===== src/rtl/ddr_pkg.sv =====
// Shared definitions for the block-request to MIG app_* bridge.
// Command codes, state encoding and block width.
package ddr_pkg;

    localparam int BLOCK_W = 256;

    localparam logic [2:0] CMD_WR = 3'b000;
    localparam logic [2:0] CMD_RD = 3'b001;

    localparam logic [2:0] ST_IDLE    = 3'd0;
    localparam logic [2:0] ST_WR_DATA = 3'd1;
    localparam logic [2:0] ST_WR_CMD  = 3'd2;
    localparam logic [2:0] ST_RD_CMD  = 3'd3;
    localparam logic [2:0] ST_RD_WAIT = 3'd4;
    localparam logic [2:0] ST_DONE    = 3'd5;

    typedef enum logic [2:0] {
        S_IDLE    = ST_IDLE,
        S_WR_DATA = ST_WR_DATA,
        S_WR_CMD  = ST_WR_CMD,
        S_RD_CMD  = ST_RD_CMD,
        S_RD_WAIT = ST_RD_WAIT,
        S_DONE    = ST_DONE
    } state_t;

endpackage


===== src/rtl/ddr_req_responder.sv =====
// Splits each 256-bit block request into two 128-bit MIG
// app_* transactions; read beats are staged, then published whole.
module ddr_req_responder
    import ddr_pkg::*;
#(
    parameter int APP_ADDR_W = 27,
    parameter int APP_DATA_W = 128,
    parameter int RAM_ADDR_W = 30
) (
    input  logic                    ui_clk,
    input  logic                    rst,
    input  logic                    ram_en,
    input  logic                    ram_write,
    input  logic [RAM_ADDR_W-1:0]   ram_addr,
    input  logic [2*APP_DATA_W-1:0] data_to_ram,
    output logic                    ram_rdy,
    output logic [2*APP_DATA_W-1:0] block_out,
    input  logic                    init_calib_complete,
    output logic [APP_ADDR_W-1:0]   app_addr,
    output logic [2:0]              app_cmd,
    output logic                    app_en,
    input  logic                    app_rdy,
    output logic [APP_DATA_W-1:0]   app_wdf_data,
    output logic                    app_wdf_wren,
    output logic                    app_wdf_end,
    output logic [APP_DATA_W/8-1:0] app_wdf_mask,
    input  logic                    app_wdf_rdy,
    input  logic [APP_DATA_W-1:0]   app_rd_data,
    input  logic                    app_rd_data_valid
);

    localparam int BW   = 2 * APP_DATA_W;
    localparam int BA_W = APP_ADDR_W - 5;

    state_t            state;
    logic              beat;
    logic [1:0]        rd_cnt;
    logic [BA_W-1:0]   addr_q;
    logic [BW-1:0]     wdata_q;
    logic [BW-1:0]     stage;
    logic              unused_ok;

    // Block index bits beyond the DDR size are dropped.
    assign unused_ok    = ^ram_addr[RAM_ADDR_W-1:BA_W];
    assign app_wdf_end  = app_wdf_wren;
    assign app_wdf_mask = '0;

    function automatic logic [APP_ADDR_W-1:0] mk_addr(
        input logic [BA_W-1:0] a,
        input logic            h
    );
        return {a, h, 4'b0000};
    endfunction

    always_ff @(posedge ui_clk) begin
        if (!rst) begin
            state        <= S_IDLE;
            beat         <= 1'b0;
            rd_cnt       <= 2'd0;
            addr_q       <= '0;
            wdata_q      <= '0;
            stage        <= '0;
            block_out    <= '0;
            ram_rdy      <= 1'b0;
            app_en       <= 1'b0;
            app_addr     <= '0;
            app_cmd      <= 3'b000;
            app_wdf_wren <= 1'b0;
            app_wdf_data <= '0;
        end else begin
            ram_rdy <= 1'b0;
            unique case (state)
                S_IDLE: begin
                    if (init_calib_complete && ram_en) begin
                        addr_q  <= ram_addr[BA_W-1:0];
                        wdata_q <= data_to_ram;
                        beat    <= 1'b0;
                        rd_cnt  <= 2'd0;
                        if (ram_write) begin
                            state        <= S_WR_DATA;
                            app_wdf_wren <= 1'b1;
                            app_wdf_data <= data_to_ram[APP_DATA_W-1:0];
                        end else begin
                            state    <= S_RD_CMD;
                            app_en   <= 1'b1;
                            app_cmd  <= CMD_RD;
                            app_addr <= mk_addr(ram_addr[BA_W-1:0], 1'b0);
                        end
                    end
                end
                S_WR_DATA: begin
                    if (app_wdf_rdy) begin
                        app_wdf_wren <= 1'b0;
                        app_en       <= 1'b1;
                        app_cmd      <= CMD_WR;
                        app_addr     <= mk_addr(addr_q, beat);
                        state        <= S_WR_CMD;
                    end
                end
                S_WR_CMD: begin
                    if (app_rdy) begin
                        app_en <= 1'b0;
                        if (!beat) begin
                            beat         <= 1'b1;
                            app_wdf_wren <= 1'b1;
                            app_wdf_data <= wdata_q[BW-1:APP_DATA_W];
                            state        <= S_WR_DATA;
                        end else begin
                            ram_rdy <= 1'b1;
                            state   <= S_DONE;
                        end
                    end
                end
                S_RD_CMD: begin
                    if (app_rdy) begin
                        if (!beat) begin
                            beat     <= 1'b1;
                            app_addr <= mk_addr(addr_q, 1'b1);
                        end else begin
                            app_en <= 1'b0;
                            state  <= S_RD_WAIT;
                        end
                    end
                end
                S_RD_WAIT: begin
                    if (rd_cnt == 2'd2) begin
                        ram_rdy   <= 1'b1;
                        block_out <= stage;
                        state     <= S_DONE;
                    end
                end
                S_DONE: state <= S_IDLE;
                default: state <= S_IDLE;
            endcase

            // Beats may land while the second read command is pending.
            if ((state == S_RD_CMD || state == S_RD_WAIT) &&
                app_rd_data_valid && rd_cnt != 2'd2) begin
                if (rd_cnt[0])
                    stage[BW-1:APP_DATA_W] <= app_rd_data;
                else
                    stage[APP_DATA_W-1:0] <= app_rd_data;
                rd_cnt <= rd_cnt + 2'd1;
            end
        end
    end

endmodule


===== config.mk =====
export PLATFORM = sky130hd
export DESIGN_NAME = ddr_req_responder
export DESIGN_NICKNAME = d
export VERILOG_FILES = /design/src/rtl/ddr_pkg.sv /design/src/rtl/ddr_req_responder.sv
export SDC_FILE = /design/constraint.sdc
export NUM_CORES = 2
export LEC_CHECK = 0
export CAP_MARGIN = 15
export CORE_AREA = 4 4 328 330
export CTS_BUF_LIST = sky130_fd_sc_hd__clkbuf_8 sky130_fd_sc_hd__clkbuf_16
export DETAILED_ROUTE_END_ITERATION = 10
export DIE_AREA = 0 0 332 334
export PLACE_DENSITY = 0.56
export SLEW_MARGIN = 0
export SYNTH_ARGS = -nofsm -noshare
export SYNTH_HDL_FRONTEND = slang
export SYNTH_SLANG_ARGS = --single-unit

===== constraint.sdc =====
create_clock -name ui_clk -period 2.3 [get_ports ui_clk]
set_input_delay 0.46 -clock ui_clk [delete_from_list [all_inputs] [get_ports ui_clk]]
set_output_delay 0.46 -clock ui_clk [all_outputs]
set_load 0.01 [all_outputs]

==> flow_summary_export.csv <==
group,metric,value,unit
sta,final_hold_slack,0.1837,ns
floorplan,coreArea,104800,um2
routing,num_vias,26730,
sta,worst_slew_pin_slew,0.6912,ns
routing,firstDrtPassIters,5,
setup_path,critical_path.slowest_cell,"sky130_fd_sc_hd__clkdlybuf4s50_1",
yosys,synth-async-reset-ratio,0,
placed_design,place_inst,5588,
floorplan,top_level_ports,856,
floorplan,dieArea,110900,um2
clocking,root_buffer,"sky130_fd_sc_hd__clkbuf_16",
finish,final_core_util,0.4252,
setup_path,crit_path_arrival_time,1.70,ns
status,run_status,"finished, final reports clean",
routing,drt-initial-drc-count,1505,
global_route,grt_util_all_layers,0.1897,
yosys,yosysTopAreaCell,"sky130_fd_sc_hd__dfxtp_1",
routing,post-route-drc-count,0,
routing,route.met2.wl,53550,um
placed_design,dp_hpwl,79950,um
yosys,synth_edf_count,0,
floorplan,floorplan.die.height,334,um
yosys,synth_area_per_cell,8.761,um2
yosys,ys_dominant_reg_cell,"sky130_fd_sc_hd__dfxtp_1",
yosys,synth_seq_cells,823,
routing,topRoutingLayerUsed,"met5",
placed_design,dpl_worst_slack,-0.1525,ns
sta,final_max_slew_viol_count,0,
yosys,syn-cell-area,31000,um2
yosys,synthesis.yosys.warnings,0,
run,max_cap_violations,0,
setup_path,worst-path-buf-inv,1,
yosys,yosys.area.top_type_share,0.5315,
clocking,h_tree_levels,3,
sta,hold_viol_final,0,
clocking,worstSkewPairLatency,0.67,ns
setup_path,path_delay_family,"buffers and inverters",
yosys,synth_cell_types,42,
floorplan,initial_core_util,0.2957,
clocking,cts_hold_repair.buffers,0,
finish,finalNetCount,4716,
setup_path,cp-end-kind,"output pin",
yosys,synthTopCellsByArea,"sky130_fd_sc_hd__dfxtp_1 53%, sky130_fd_sc_hd__nand2_1 13%, sky130_fd_sc_hd__mux2i_1 9.0%",
placed_design,gp_routability_congestion,0.8455,
setup_path,cp-start-kind,"register",
routing,route.antenna.remaining_nets,0,
sta,timing.final.ws_setup,0.1439,ns
sta,grt_setup_unrepaired,"no",
global_route,grt_pass1_vias,25940,
finish,drive_gt1_frac,0.09429,
floorplan,die_w,332,um
yosys,postSynthCellCount,3538,
routing,detailroute.wirelength.met3,8737,um
clocking,numClockSinks,823,
setup_path,critPathKind,"reg2out",
floorplan,floorplan.rows,119,
routing,drt-total-wl,110800,um
finish,stdcell_count,5764,
global_route,global_route.overflow_total,0,
routing,wl_met1,46020,um
sta,period_share,0.9375,
setup_path,crit_fanout,2,
setup_path,slowest_delay,0.72,ns
placed_design,placement.io_buffers,825,
global_route,first_pass_grt_wire_length,164300,um
sta,timing.final.setup_violations,0,
sta,slew_headroom,0.5392,
finish,area_growth_syn_to_layout,43.80,%
sta,finalCriticalPeriod,2.156,ns
power_and_ir_drop,worst_ir_drop_vdd,515.7,uV
routing,post_drt_wl_per_cell,19.23,um
clocking,tritoncts_clock_tree,"done",
worst_hold_path,hp-class,"in2reg",
clocking,ctsLongestPathBuffers,3,
power_and_ir_drop,power_density_of_the_placed_cells,795.7,nW/um2
setup_path,worst-endpoint-required,1.84,ns
global_route,grt_max_degree,96,
setup_path,series_of_cell_instances_along_the_critical_path,"clkdlybuf4s50_1",
clocking,clkTransAtPathRegs,0.06,ns
clocking,cts-buffers-inserted,94,
finish,mostFrequentLayoutCell,"sky130_fd_sc_hd__nand2_1",
routing,drt-vias-per-instance,4.637,
yosys,sequential_cell_area_fraction_in_the_yosys_report,0.5315,
power_and_ir_drop,p_leak,16.12,nW
global_route,antenna_found_initial,28,
sta,fin_skew,0.03616,ns
finish,final_cell_mix,"1094 x sky130_fd_sc_hd__nand2_1, 823 x sky130_fd_sc_hd__clkdlybuf4s50_1, 822 x sky130_fd_sc_hd__dfxtp_1, 414 x sky130_fd_sc_hd__a21oi_1, 279 x sky130_fd_sc_hd__mux2i_1",
sta,max_clock_freq,0.4638,GHz
-- path summary, 6_finish.rpt --
kind | from | to | slack, ns | depth (start not counted)
setup reg to reg | state[0] | stage[158] | 0.28 | 6
setup / recovery | app_addr[6] | app_addr[6] | 0.14 | 1
hold / removal | rst | stage[71] | 0.18 | 3
hold reg to reg | stage[207] | block_out[207] | 0.44 | 2
-- cells by family after synthesis --
group / after synthesis / share of synthesized area
compound gates: 711 / 0.1478
mux: 279 / 0.09010
flops: 823 / 0.5315
buf+inv: 322 / 0.05110
other cells: 1 / 0.0001210
fa+ha+maj: 1 / 0.0004036
simple gates: 1401 / 0.1789
-- sequential cells by signal, indices dropped and copies added (netlist names) --
| register | cells |
|---|---|
| addr_q | 22 |
| app_addr | 23 |
| app_cmd | 1 |
| app_en | 1 |
| app_wdf_data | 128 |
| app_wdf_end | 1 |
| beat | 1 |
| block_out | 256 |
| ram_rdy | 1 |
| rd_cnt | 2 |
| stage | 256 |
| state | 3 |
| wdata_q | 128 |
-- metal layers --
layer / vias to the layer above / global-route usage
met1: 12540 / 0.2277
met3: 156 / 0.06583
li1: 13290 / -
met2: 724 / 0.3240
met5: - / 0
met4: 14 / 0.04979
-- synth_stat cells (3+ instances only) --
master                     instances
sky130_fd_sc_hd__buf_6            14
sky130_fd_sc_hd__a211oi_2        120
sky130_fd_sc_hd__a21oi_1         414
sky130_fd_sc_hd__inv_1             4
sky130_fd_sc_hd__dfxtp_1         823
sky130_fd_sc_hd__buf_4            49
sky130_fd_sc_hd__nand3_1         131
sky130_fd_sc_hd__nand2b_1         26
sky130_fd_sc_hd__nor2_1          137
sky130_fd_sc_hd__buf_2            69
sky130_fd_sc_hd__buf_1            11
sky130_fd_sc_hd__o21ai_0         130
sky130_fd_sc_hd__a211oi_1          9
sky130_fd_sc_hd__nand2_1        1095
sky130_fd_sc_hd__mux2i_1         279
sky130_fd_sc_hd__clkbuf_1        175
sky130_fd_sc_hd__o211ai_1         25
sky130_fd_sc_hd__a31oi_1           3
-- repair_timing --
item | in CTS | in global routing
setup buffers | 0 | 0
endpoints found under the setup margin | 1 | 0
resized for setup | 1 | 0
-- stage by stage --
step / cell area [um2] / TNS [ns] / power, mW
6_report: 44570 / 0 / 35.47
5_1_grt: 44560 / 0 / 36.87
4_1_cts: 44540 / 0 / 35.97
3_5_place_dp: 41310 / -28.70 / 20.22
3_3_place_gp: 41310 / -24.78 / 20.18
2_1_floorplan: 31070 / 0 / 17.86
-- where the power goes --
group,internal (mW),switching [mW]
Combinational,2.33,2.38
Clock,9.40,6.19
Sequential,14.8,0.334
-- layout make-up --
class                   instances  area (um2)
multi-input cells            2414       13060
well taps                    1391        1740
flip-flops and latches        823       16480
clock inverters                47       578.1
repair buffers                956       10010
inverters                       4       22.52
clock buffers                 115        2653
fillers                     10480       60250
diodes                         14       35.03
No activity file was read; power rests on OpenSTA's default activity.
